<file path="src/rtl/calc_sequencer.sv">
// calc_sequencer: debounces three push buttons, captures switch operands, issues an
// add/subtract request to an external ALU over a valid/ready handshake, waits for the
// result with a timeout, and selects what the display shows.
// Optional build macro CALC_CHAIN_EN: an add/subtract press while a result is shown
// reuses that result as the first operand of a new request.
module calc_sequencer #(
  parameter int unsigned DB_CYCLES   = 500000,
  parameter int unsigned RES_TIMEOUT = 255
) (
  input  logic        clk,
  input  logic        rst,
  input  logic [9:0]  bin,
  input  logic        buttonU,
  input  logic        buttonR,
  input  logic        buttonL,
  output logic        op_valid,
  input  logic        op_ready,
  output logic        op_code,
  output logic [10:0] op_a,
  output logic [10:0] op_b,
  input  logic        res_valid,
  input  logic [10:0] res_data,
  output logic [10:0] disp_value,
  output logic [1:0]  disp_mode,
  output logic        busy,
  output logic        err
);

  localparam int unsigned DbCntW = $clog2(DB_CYCLES + 1);
  localparam int unsigned TmoCntW = $clog2(RES_TIMEOUT + 1);
  localparam logic [DbCntW-1:0] DbLast = DbCntW'(DB_CYCLES - 1);
  localparam logic [TmoCntW-1:0] TmoLast = TmoCntW'(RES_TIMEOUT - 1);

  localparam logic [2:0] StIdle    = 3'd0;
  localparam logic [2:0] StHaveA   = 3'd1;
  localparam logic [2:0] StIssue   = 3'd2;
  localparam logic [2:0] StWaitRes = 3'd3;
  localparam logic [2:0] StShow    = 3'd4;

  // Button index: 2 = U (save), 1 = R (add), 0 = L (subtract).
  logic [2:0]        sync1_q, sync2_q, db_q, press_q;
  logic [DbCntW-1:0] db_cnt_q [3];
  logic              press_u, press_r, press_l;

  logic [2:0]         state_q, state_d;
  logic [TmoCntW-1:0] tmo_cnt_q;
  logic [10:0]        result_q;

  // Synchronize and debounce; press_q pulses for one cycle when a level is accepted high.
  always_ff @(posedge clk) begin
    if (rst) begin
      sync1_q <= '0;
      sync2_q <= '0;
      db_q    <= '0;
      press_q <= '0;
      for (int i = 0; i < 3; i++) db_cnt_q[i] <= '0;
    end else begin
      sync1_q <= {buttonU, buttonR, buttonL};
      sync2_q <= sync1_q;
      for (int i = 0; i < 3; i++) begin
        press_q[i] <= 1'b0;
        if (sync2_q[i] != db_q[i]) begin
          if (db_cnt_q[i] == DbLast) begin
            db_q[i]     <= sync2_q[i];
            db_cnt_q[i] <= '0;
            press_q[i]  <= sync2_q[i];
          end else begin
            db_cnt_q[i] <= db_cnt_q[i] + 1'b1;
          end
        end else begin
          db_cnt_q[i] <= '0;
        end
      end
    end
  end

  // Coincident presses resolve U > R > L; losers are simply dropped.
  assign press_u = press_q[2];
  assign press_r = press_q[1] & ~press_q[2];
  assign press_l = press_q[0] & ~press_q[2] & ~press_q[1];

  // Next-state decode.
  always_comb begin
    state_d = state_q;
    case (state_q)
      StIdle:  if (press_u) state_d = StHaveA;
      StHaveA: if (press_r || press_l) state_d = StIssue;
      StIssue: if (op_ready) state_d = StWaitRes;
      StWaitRes: begin
        // A result arriving in the last allowed cycle beats the timeout.
        if (res_valid) state_d = StShow;
        else if (tmo_cnt_q == TmoLast) state_d = StIdle;
      end
      StShow: begin
        if (press_u) state_d = StHaveA;
`ifdef CALC_CHAIN_EN
        else if (press_r || press_l) state_d = StIssue;
`endif
      end
      default: state_d = StIdle;
    endcase
  end

  // State, operand, result, timeout and error registers.
  always_ff @(posedge clk) begin
    if (rst) begin
      state_q   <= StIdle;
      op_a      <= '0;
      op_b      <= '0;
      op_code   <= 1'b0;
      result_q  <= '0;
      err       <= 1'b0;
      tmo_cnt_q <= '0;
    end else begin
      state_q <= state_d;
      case (state_q)
        StIdle, StShow: begin
          if (press_u) begin
            op_a <= {1'b0, bin};
            err  <= 1'b0;
          end
`ifdef CALC_CHAIN_EN
          else if (state_q == StShow && (press_r || press_l)) begin
            op_a    <= result_q;
            op_b    <= {1'b0, bin};
            op_code <= press_l;
          end
`endif
        end
        StHaveA: begin
          if (press_u) begin
            op_a <= {1'b0, bin};
          end else if (press_r || press_l) begin
            op_b    <= {1'b0, bin};
            op_code <= press_l;
          end
        end
        StIssue: tmo_cnt_q <= '0;
        StWaitRes: begin
          if (res_valid) begin
            result_q <= res_data;
          end else if (tmo_cnt_q == TmoLast) begin
            err <= 1'b1;
          end else begin
            tmo_cnt_q <= tmo_cnt_q + 1'b1;
          end
        end
        default: ;
      endcase
    end
  end

  // Handshake, busy and display selection decode straight from state.
  always_comb begin
    op_valid   = (state_q == StIssue);
    busy       = (state_q == StIssue) || (state_q == StWaitRes);
    disp_mode  = 2'd0;
    disp_value = {1'b0, bin};
    case (state_q)
      StHaveA, StIssue, StWaitRes: begin
        disp_mode  = 2'd1;
        disp_value = op_a;
      end
      StShow: begin
        disp_mode  = 2'd2;
        disp_value = result_q;
      end
      default: ;
    endcase
  end

endmodule

</file>
<file path="config.mk">
export PLATFORM = sky130hd
export DESIGN_NAME = calc_sequencer
export DESIGN_NICKNAME = d
export VERILOG_FILES = /design/src/rtl/calc_sequencer.sv
export SDC_FILE = /design/constraint.sdc
export NUM_CORES = 1
export LEC_CHECK = 0
export ABC_AREA = 1
export BUFFER_PORTS_ARGS = -buffer_cell sky130_fd_sc_hd__buf_2
export CAP_MARGIN = 20
export CORE_MARGIN = 2
export CORE_UTILIZATION = 53
export CTS_CLUSTER_DIAMETER = 100
export DETAILED_ROUTE_END_ITERATION = 6
export GPL_ROUTABILITY_DRIVEN = 0
export PLACE_DENSITY_LB_ADDON = 0.25
export SLEW_MARGIN = 5
export SYNTH_ARGS = -nofsm -noshare
export SYNTH_HDL_FRONTEND = slang
export SYNTH_SLANG_ARGS = --single-unit
</file>
<file path="constraint.sdc">
create_clock -name clk -period 1.45 [get_ports clk]
set_input_delay 0.145 -clock clk [delete_from_list [all_inputs] [get_ports clk]]
set_output_delay 0.145 -clock clk [all_outputs]
set_load 0.02 [all_outputs]
</file>
=== After elaboration in Yosys (flattened, before gate mapping) ===
Memories as Yosys holds them, arrays and structs flattened.
Index checks and enable logic that the tools add are counted.

* Register bits: 56
* Bits in writable memories: 57
* Output and inout bits: 39
* Memories kept: 1

* Add/sub/neg operators: 4
* Equal/unequal tests: 18
* Mux-type cells: 59
* Bitwise operators: 20
* Reductions and logical operators: 20

{| class="wikitable"
|+ Memory list
! name !! depth !! width !! read ports !! clocked after Yosys merged registers in !! wr ports !! line !! RTL
|-
| db_cnt_q || 3 || 19 || 3 || 0 || 3 || 42 || <nowiki>logic [DbCntW-1:0] db_cnt_q [3];</nowiki>
|}

{| class="wikitable"
|+ Operator list
! kind !! count
|-
| 19-bit two-way mux || 9
|-
| 19-bit by 1-bit adder with 19-bit output (second input constant) || 3
|-
| 19-bit == test (second input constant) || 3
|-
| 1-bit two-way mux || 38
|-
| 11-bit case mux with 2 select lines || 1
|-
| 8-bit two-way mux || 2
|-
| 8-bit case mux with 2 select lines || 1
|-
| 3-bit two-way mux || 5
|-
| 3-bit OR reduction || 5
|-
| 3-bit case mux with 4 select lines || 1
|-
| 2-bit AND reduction || 5
|-
| 1-bit OR || 9
|-
| 8-bit by 1-bit adder with 8-bit output (second input constant) || 1
|-
| 8-bit == test (second input constant) || 1
|-
| 2-bit inequality test (second input constant) || 4
|-
| 1-bit inverter || 8
|-
| 4-bit AND reduction || 2
|-
| 3-bit by 2-bit == test with 1-bit output (second input constant) || 2
|-
| 3-bit AND reduction || 2
|-
| 2-bit by 1-bit inequality test with 1-bit output (second input constant) || 2
|-
| 2-bit case mux with 2 select lines || 1
|-
| 2-bit nonzero test || 2
|-
| 1-bit bitwise AND || 3
|-
| 3-bit by 1-bit == test with 1-bit output (second input constant) || 1
|-
| other kinds (7) || 10
|}

=== Logic depth before layout (Yosys ltp) ===
Gate-level depths: netlist of the first run.
An unclocked memory read counts as a cell.

* Word-level depth: 9
* Depth in mapped cells: 10

=== Least setup slack after synthesis of the first run ===
Ideal clock, no wire load.

* Path type: register to output
* From: reg state_q[0]
* To: out disp_value[0]
* Arrival: 1400 ps
* Setup slack: -95 ps
* Stages on the path, launching flop included: 7
* Buffers on the path: 1
* Cells stage by stage: dfxtp_1 > nor2_1 > inv_2 > nor2_4 > inv_1 > buf_2 > o211ai_1

* Longest elaborated chain between the ends: 3
* Elaborated cells between the ends (all ways): 6
* Those cells by class: eq/ne: 4; mux: 1; reduce/logical: 1

{| class="wikitable"
|+ RTL lines
! element !! line !! RTL
|-
| from (decl) || 45 || <nowiki>logic [2:0] state_q, state_d;</nowiki>
|-
| from (signal assigned) || 107 || <nowiki>state_q <= StIdle;</nowiki>
|-
| from (signal assigned) || 115 || <nowiki>state_q <= state_d;</nowiki>
|-
| 3-bit by 2-bit == test with 1-bit output / 3-bit by 1-bit == test with 1-bit output (equally long branches) || 159 || <nowiki>case (state_q)</nowiki>
|-
| 3-bit OR reduction || 159 ||
|-
| 11-bit case mux with 2 select lines * || 159 ||
|-
| to (decl) || 23 || <nowiki>output logic [10:0] disp_value,</nowiki>
|}

Mark *: on every way between the ends. The rest lies on a longest branch, timed or not.

=== Final worst setup path of the first run ===
* From: reg state_q[1]
* To: out disp_value[4]

Same word-level chain as after synthesis.

==> results of run 1 <==
-- flip-flops by register name, summed over array words and instances (netlist names) --
| register | cells |
|---|---|
| db_cnt_q | 57 |
| db_q | 3 |
| err | 1 |
| op_a | 10 |
| op_b | 10 |
| op_code | 1 |
| press_q | 3 |
| result_q | 11 |
| state_q | 3 |
| sync1_q | 3 |
| sync2_q | 3 |
| tmo_cnt_q | 8 |
-- cells by family (layout without fill, tap and decap cells) --
group                      count (synthesis)  count (layout)  synth area share, %
buffers and inverters                    105             334                7.543
adders and majority gates                  5               5                1.036
AOI/OAI and AO/OA                         93              93                8.413
and+or+nand+nor                          417             417                31.77
other                                      2              59               0.1244
xor gates and xnor gates                  29              29                4.206
DFF                                      113             113                46.91
-- cells in the final DEF (no fill, tap or decap), types with 8 or more instances in the layout --
cell type,count
sky130_fd_sc_hd__nand3b_1,8
sky130_fd_sc_hd__edfxtp_1,57
sky130_fd_sc_hd__inv_2,18
sky130_fd_sc_hd__inv_1,62
sky130_fd_sc_hd__nand2_1,123
sky130_fd_sc_hd__buf_2,52
sky130_fd_sc_hd__conb_1,59
sky130_fd_sc_hd__nand3_1,35
sky130_fd_sc_hd__buf_6,27
sky130_fd_sc_hd__dfxtp_1,52
sky130_fd_sc_hd__nand2_2,26
sky130_fd_sc_hd__nand3_2,8
sky130_fd_sc_hd__o21ai_0,34
sky130_fd_sc_hd__nor2_2,29
sky130_fd_sc_hd__xor2_1,12
sky130_fd_sc_hd__buf_4,119
sky130_fd_sc_hd__nand4_1,21
sky130_fd_sc_hd__clkbuf_16,19
sky130_fd_sc_hd__nand2_4,10
sky130_fd_sc_hd__dlygate4sd3_1,9
sky130_fd_sc_hd__a21oi_2,26
sky130_fd_sc_hd__o211ai_1,10
sky130_fd_sc_hd__nor2_4,34
sky130_fd_sc_hd__a21oi_1,14
sky130_fd_sc_hd__nor2_1,100
-- critical path: stages, from the launching register on --
cell	delay, ns
sky130_fd_sc_hd__dfxtp_4	0.37
sky130_fd_sc_hd__nor2_4	0.13
sky130_fd_sc_hd__inv_2	0.08
sky130_fd_sc_hd__nor2_4	0.16
sky130_fd_sc_hd__inv_2	0.13
sky130_fd_sc_hd__o211ai_1	0.25
sky130_fd_sc_hd__buf_4	0.19
-- power groups by stage --
stage,Clock (mW),Combinational [mW],Sequential (mW)
floorplan,0,0.240,3.55
global placement,0,0.438,3.55
detailed placement,0,0.448,3.55
CTS,3.88,0.567,3.49
global route,4.05,0.755,3.51
finish,3.91,0.706,3.50
-- stage by stage --
| stage | worst slack [ns] | instance area (um^2) | power (mW) |
|---|---|---|---|
| 6_report | -0.4314 | 9368 | 8.111 |
| 3_3_place_gp | -0.07976 | 7316 | 3.987 |
| 4_1_cts | -0.3160 | 8695 | 7.939 |
| 3_5_place_dp | -0.1619 | 7316 | 4.003 |
| 5_1_grt | -0.4501 | 9368 | 8.309 |
| 2_1_floorplan | -0.03984 | 6294 | 3.795 |
-- worst min path at each step --
stage	cells past startpoint	slack, ns	from	to
after detailed placement	3	0.36	buttonR	sync1_q[1]$_SDFF_PP0_
final	3	0.005	res_data[10]	result_q[10]$_SDFFE_PP0N_
after floorplan	2	0.25	buttonL	sync1_q[0]$_SDFF_PP0_
after CTS	3	0.001	bin[7]	op_b[7]$_SDFFE_PP0P_
after global routing	3	0.02	res_data[6]	result_q[6]$_SDFFE_PP0N_
after global placement	3	0.34	buttonR	sync1_q[1]$_SDFF_PP0_
-- layout make-up --
cell class                      count  area [um^2]
Multi-Input combinational cell    603         3736
Sequential cell                   113         2843
Timing Repair Buffer              216         1725
Fill cell                         552         1615
Clock buffer                       27        525.5
Inverter                           86        337.8
Tap cell                          140        175.2
Clock inverter                      5        25.02
-- what timing repair did --
action / 4_1_cts / 5_1_grt
endpoints found under the setup margin: 70 / 80
resized for setup: 94 / 163
gates cloned: 4 / 0
endpoints found under the hold margin: 7 / 0
pin swaps: 26 / 52
setup buffers: 38 / 35
hold buffers: 9 / 0
-- layer usage --
layer	vias to the layer above	part of all wire (%)
li1	2973	-
met1	3122	35
met2	414	51
met3	124	7.5
met4	0	5.8
met5	-	0
==> metrics list, run 1 <==
- Destination of the worst register-to-register timing path: db_cnt_q[0][2]$_SDFFCE_PP0P_
* Share of final-layout standard cells stronger than drive strength 1: 40.86%
- Number of cells traversed by the worst register-to-register path: 10
* Switching power as a share of total power: 23.62%
- The worst setup path is launched from a flip-flop.
* Inserted Diodes: 0
- Remaining number of nets flagged by the antenna check after routing: 0
* Critical path arrival: 1.74 ns
- Power spread over the standard cell area amounts to 865.8 nW/um^2.
- The number of global-route vias before repair was 6261.
- Counting flops with a built-in enable in the synthesized netlist gives 57.
* Gate count after technology mapping: 764
* Fraction of met3 tracks used by global routing: 6.178%
* Setup Crit Path Kind: reg2out
- Most used routing layer in global routing: met2
- Counting along the longest clock path gives a buffer depth of 2.
* Largest driver fanout on the critical path: 11
* Global-route wire length before repair: 27810 um
* Final hold slack: 0.005492 ns
- TritonCTS built the clock tree.
* Origin of the worst setup path: state_q[1]$_SDFFE_PP0P_
- After the flow finishes, the layout carries non-filler instances totaling 1190.
* Vias per Instance: 5.574
- Synth Cell Area: 6038 um^2
- Utilization after layout: 85.29%
- In the final routed layout, each cell accounts on average for 17.30 um.
- IR analysis of the VDD net gives a maximum drop of 0.7741 mV.
* Met2 Resource Use GR: 49.49%
- Flop and latch count out of synthesis: 113
- Data on the critical path is required at its endpoint by 1.31 ns.
- The floorplan has 38 rows.
- Once routing completed, OpenROAD measured the worst setup slack at -0.4314 ns.
* Count leader, synth: sky130_fd_sc_hd__nand2_1
* Sequential fraction of design power: 43.1%
- Number of CTS-inserted buffers: 17
- Number of antenna violations at the first check in global routing: 0
- End point of the critical path: disp_value[4]
* Clock skew: 0.007943 ns
- Setup violations remaining at the end of the flow were counted as 81.
- After detailed routing, the number of remaining DRC violations is 0.
- Min-delay worst type: in2reg
- The final layout contains 1070 nets.
* Pin count of the biggest net entering global routing: 26
- By area the synthesized netlist is led by sky130_fd_sc_hd__edfxtp_1 28%, sky130_fd_sc_hd__dfxtp_1 19%, sky130_fd_sc_hd__nand2_1 9.4%.
- Clock-pin slew reported for the worst setup and hold paths after clock tree synthesis: 0.05 ns
- During synthesis, Yosys emitted a total of 0 warnings.
* Hold Vio Cnt, Final: 0
* Maximum clock rate: 531.5 MHz
* Max-cap violation count: 0
- The checks that failed: setup timing.
- Internal power comes to 6.195 mW.
* Ports: 67
- Clk Tree Root Cell: sky130_fd_sc_hd__clkbuf_16
- From synthesis to final layout, the design area changed by 55.14%.
* Top-area cell type share of the netlist area: 28.35%
- Starting Density: 54.98%
- Critical path capture point type: output port
* First-pass iteration count of the detailed router: 5
- Total core area: 10980 um^2
- At the later pin of the worst-skew pair, clock insertion delay measures 0.42 ns.
- Min Clock Period, post-route: 1.881 ns
- Once detailed placement completed, the half-perimeter wirelength came to 10290 um.
* Reg-to-reg slack, setup: -0.24 ns
- The analysis attributes to net switching a power of 1.916 mW.
- Most frequent cells after synthesis: 151 x sky130_fd_sc_hd__nand2_1, 147 x sky130_fd_sc_hd__nor2_1, 79 x sky130_fd_sc_hd__inv_1
- Syn_area_per_cell: 7.904 um^2
* LEAKAGE: 3.951 nW
- The count of pins over their slew limit was 0.
- Setup repair after global routing could not meet its margin everywhere.
- Reg-to-reg startpoint: db_cnt_q[0][0]$_SDFFCE_PP0P_
- Die area: 12260 um^2
- sky130_fd_sc_hd__edfxtp_1 takes more of the synthesized area than any other cell.
- In this run the tool buffered the top-level ports with 64 buffer cells.
- Main synth FF type: sky130_fd_sc_hd__edfxtp_1
- Status: finished, violations left
- Number of placed cells counting well taps: 1088
* Total number of vias: 6633
- Crit share post-route: 129.7%
* Overall die height: 110.7 um
- Async SR Flop Fraction: 0%
* Clock sink count: 113
- For this block, the routed nets add up to 20590 um of wire.
- Global routing used 30.97% of the available met1 tracks.
- Fraction of power consumed by combinational cells: 8.7%
- Violation count after the first detailed-routing iteration: 684
- Clock H-tree levels: 4
- The clock network burns 48.2% of the power.
- Chip Width: 110.7 um
- In the global route stage, overall resource usage came out at 27.58%.
* Number of distinct library cells after synthesis: 40
- Setup total negative slack on the finished layout was measured at -13.40 ns.
- For this run the aggregate overflow at the end of global routing stands at 0.
- The share of the Yosys chip area taken by registers is 46.91%.
Power figures use the tool's default switching activity.
==> run 2, diff against run 1 <==
--- a/config.mk
+++ b/config.mk
@@ -13,7 +13,7 @@
 export CTS_CLUSTER_DIAMETER = 100
 export DETAILED_ROUTE_END_ITERATION = 6
 export GPL_ROUTABILITY_DRIVEN = 0
-export PLACE_DENSITY_LB_ADDON = 0.25
+export PLACE_DENSITY = 0.76
 export SLEW_MARGIN = 5
 export SYNTH_ARGS = -nofsm -noshare
 export SYNTH_HDL_FRONTEND = slang
==> run 2 against run 1 <==
  * The run still ends with setup timing left
  * Non-clock buffer count decreased by 6
  * Die area unchanged
  * Critical path type is now reg2reg
  * Critical path depth rose by 5
  * Global-route usage increased by 0.96 points
  * Flip-flop and latch count did not move
  * Combinational power fell by 3.0%
==> metrics list, run 2 (same netlist as run 1, synthesis figures left out) <==
* Status: finished, violations left
- The checks that failed: setup timing.
* Crit share post-route: 132.2%
- Min Clock Period, post-route: 1.917 ns
* Leading cell type in the layout, fill and taps excluded: sky130_fd_sc_hd__nand2_1
- The count of pins over their slew limit came to 0.
- Buffer levels on the longest clock path: 2
- Fraction of power consumed by combinational cells: 8.3%
- Clock-pin slew was measured on the worst setup and hold paths at 0.06 ns.
- Global-route wire length before repair: 28210 um
* DRC: 0
* Critical Path RT: 1.64 ns
- The H-tree generated during clock tree synthesis spans 4 levels.
- Remaining number of nets flagged by the antenna check after routing: 0
- The initialized floorplan defines 38 standard-cell rows.
* Worst rel slew slack: 57.07%
- The number of antenna violations at the first check in global routing was 0.
- After floorplanning, the core was sized to cover 10980 um^2.
- Power after layout: 8.282 mW
- Clock insertion delay at the later pin of the skew report: 0.44 ns
* Violation count after the first detailed-routing iteration: 666
- Switching Power: 2.016 mW
- For the pin with the worst max-slew slack, the measured transition is 0.6401 ns.
- Finished Cell Area: 9356 um^2
- Share of final-layout standard cells stronger than drive strength 1: 39.89%
* Total area of multi-input combinational cells: 3805 um^2
- Min-delay worst type: in2reg
* Clock sink count: 113
- Filler Cells Inserted: 540
- Final hold analysis gives a worst-case slack of 0.0003841 ns.
- The critical path is of the reg2reg type.
- Counting the buffers created by CTS gives 17.
- Number of setup violations in the final report: 87
- The worst setup path is captured at a flip-flop.
* Utilization after layout: 85.19%
* Hold Vio Cnt, Final: 0
- The internal portion of the total power is 6.266 mW.
- In the global route stage, overall resource usage came out at 28.54%.
- Max reg flops: 57
- Register ranked first by flip-flop count: db_cnt_q
* LEAKAGE: 3.915 nW
- Relative to the synthesized area, the layout overhead comes to 54.95%.
- Clock skew: 0.01672 ns
- First-pass iteration count of the detailed router: 6
- Gr ovfl total: 0
- Area used by sequential logic in the layout: 2843 um^2
* Total number of vias: 6784
- Number of placed cells counting well taps: 1093
- Max-cap violation count: 0
- Maximum clock rate: 521.6 MHz
* Overall die height: 110.7 um
* Vias in the first global route: 6162
- In this run the power density over the cells is 885.1 nW/um^2.
- Ports: 67
- Clock Power Share: 49.4%
- Of the total power, the share spent switching nets is 24.34%.
- WL/cell: 18.73 um
- The number of antenna diodes in the final layout is 0.
- STA classifies the critical path startpoint as a flip-flop.
- Die area: 12260 um^2
- Pin count of the biggest net entering global routing: 27
* HPWL after detailed placement: 9947 um
- Total number of nets in the final design: 1068
- Maximum resistive drop on vdd: 1.054 mV
* Chip Width: 110.7 um
- Leaving out fill and tap cells, the most frequent cells in the layout are 127 x sky130_fd_sc_hd__nand2_1, 107 x sky130_fd_sc_hd__buf_4, 98 x sky130_fd_sc_hd__nor2_1.
- Setup repair after global routing missed its margin: yes
- STA puts the critical path data arrival time at 2.10 ns.
* Number of input and output port buffers inserted: 64
* Post-DP Area: 7328 um^2
- Summed over all layers, the routed wires come to 22250 um.
- The tree is rooted in a sky130_fd_sc_hd__clkbuf_16.
* Reg-to-reg slack, setup: -0.47 ns
* CTS tree: done
* Setup ws final: -0.4673 ns
- Post-route insts no fill: 1188
* Vias per Instance: 5.710
* Starting Density: 54.98%
* Largest driver fanout on the critical path: 3
- In the final layout, the registers with the most flip-flops are db_cnt_q x57, result_q x11.
- Sequential cells account for 42.3% of the total power.
-- run 2: area by class of cell --
class                      count  area share (%)
multi-input combinational    607           40.67
sequential                   113           30.38
timing repair buffer         210           17.45
clock buffer                  29           5.897
inverter                      86           3.557
tap                          140           1.872
clock inverter                 3          0.1738
-- run 2: power by group through the flow --
stage | Combinational [mW] | Sequential (mW) | Clock (mW)
detailed placement | 0.445 | 3.56 | 0
global placement | 0.441 | 3.55 | 0
floorplan | 0.240 | 3.55 | 0
finish | 0.685 | 3.51 | 4.09
global route | 0.728 | 3.51 | 4.25
CTS | 0.551 | 3.49 | 3.99
-- run 2: what timing repair did --
item | CTS | global route
setup buffers | 35 | 23
gates cloned | 4 | 2
hold endpoints to repair | 10 | 0
hold buffers | 10 | 0
resized for setup | 92 | 147
endpoints found under the setup margin | 69 | 87
pin swaps | 21 | 56
-- run 2: worst max-delay path, stage by stage (launching register included) --
cell,delay (ns)
sky130_fd_sc_hd__edfxtp_1,0.54
sky130_fd_sc_hd__ha_4,0.23
sky130_fd_sc_hd__nand3_4,0.10
sky130_fd_sc_hd__inv_4,0.12
sky130_fd_sc_hd__buf_6,0.14
sky130_fd_sc_hd__nand2_4,0.06
sky130_fd_sc_hd__nor2_4,0.13
sky130_fd_sc_hd__nand3_2,0.09
sky130_fd_sc_hd__nand2_2,0.07
sky130_fd_sc_hd__nand2_1,0.06
sky130_fd_sc_hd__nand2_1,0.07
sky130_fd_sc_hd__inv_1,0.04
-- run 2: layer usage --
layer,vias up,wire (um),track usage [%]
met2,465,11020,51.29
met3,168,1731,7.764
li1,2981,-,-
met4,0,1617,14.17
met1,3170,7882,30.84
met5,-,0,0
-- run 2: per-stage QoR --
step                      TNS [ns]  setup slack, ns
final                       -20.58          -0.4673
after global routing        -24.60          -0.4703
after global placement      -1.765         -0.06102
after detailed placement    -3.106          -0.1162
after floorplan            -0.3692         -0.03984
after CTS                   -5.880          -0.3076
-- run 2: worst paths after layout --
kind / to / depth (start not counted) / from
max: db_cnt_q[2][14]$_SDFFCE_PP0P_ / 11 / db_cnt_q[2][0]$_SDFFCE_PP0P_
min: result_q[10]$_SDFFE_PP0N_ / 3 / res_data[10]
max reg2reg: db_cnt_q[2][14]$_SDFFCE_PP0P_ / 11 / db_cnt_q[2][0]$_SDFFCE_PP0P_
min reg2reg: sync2_q[0]$_SDFF_PP0_ / 2 / sync1_q[0]$_SDFF_PP0_
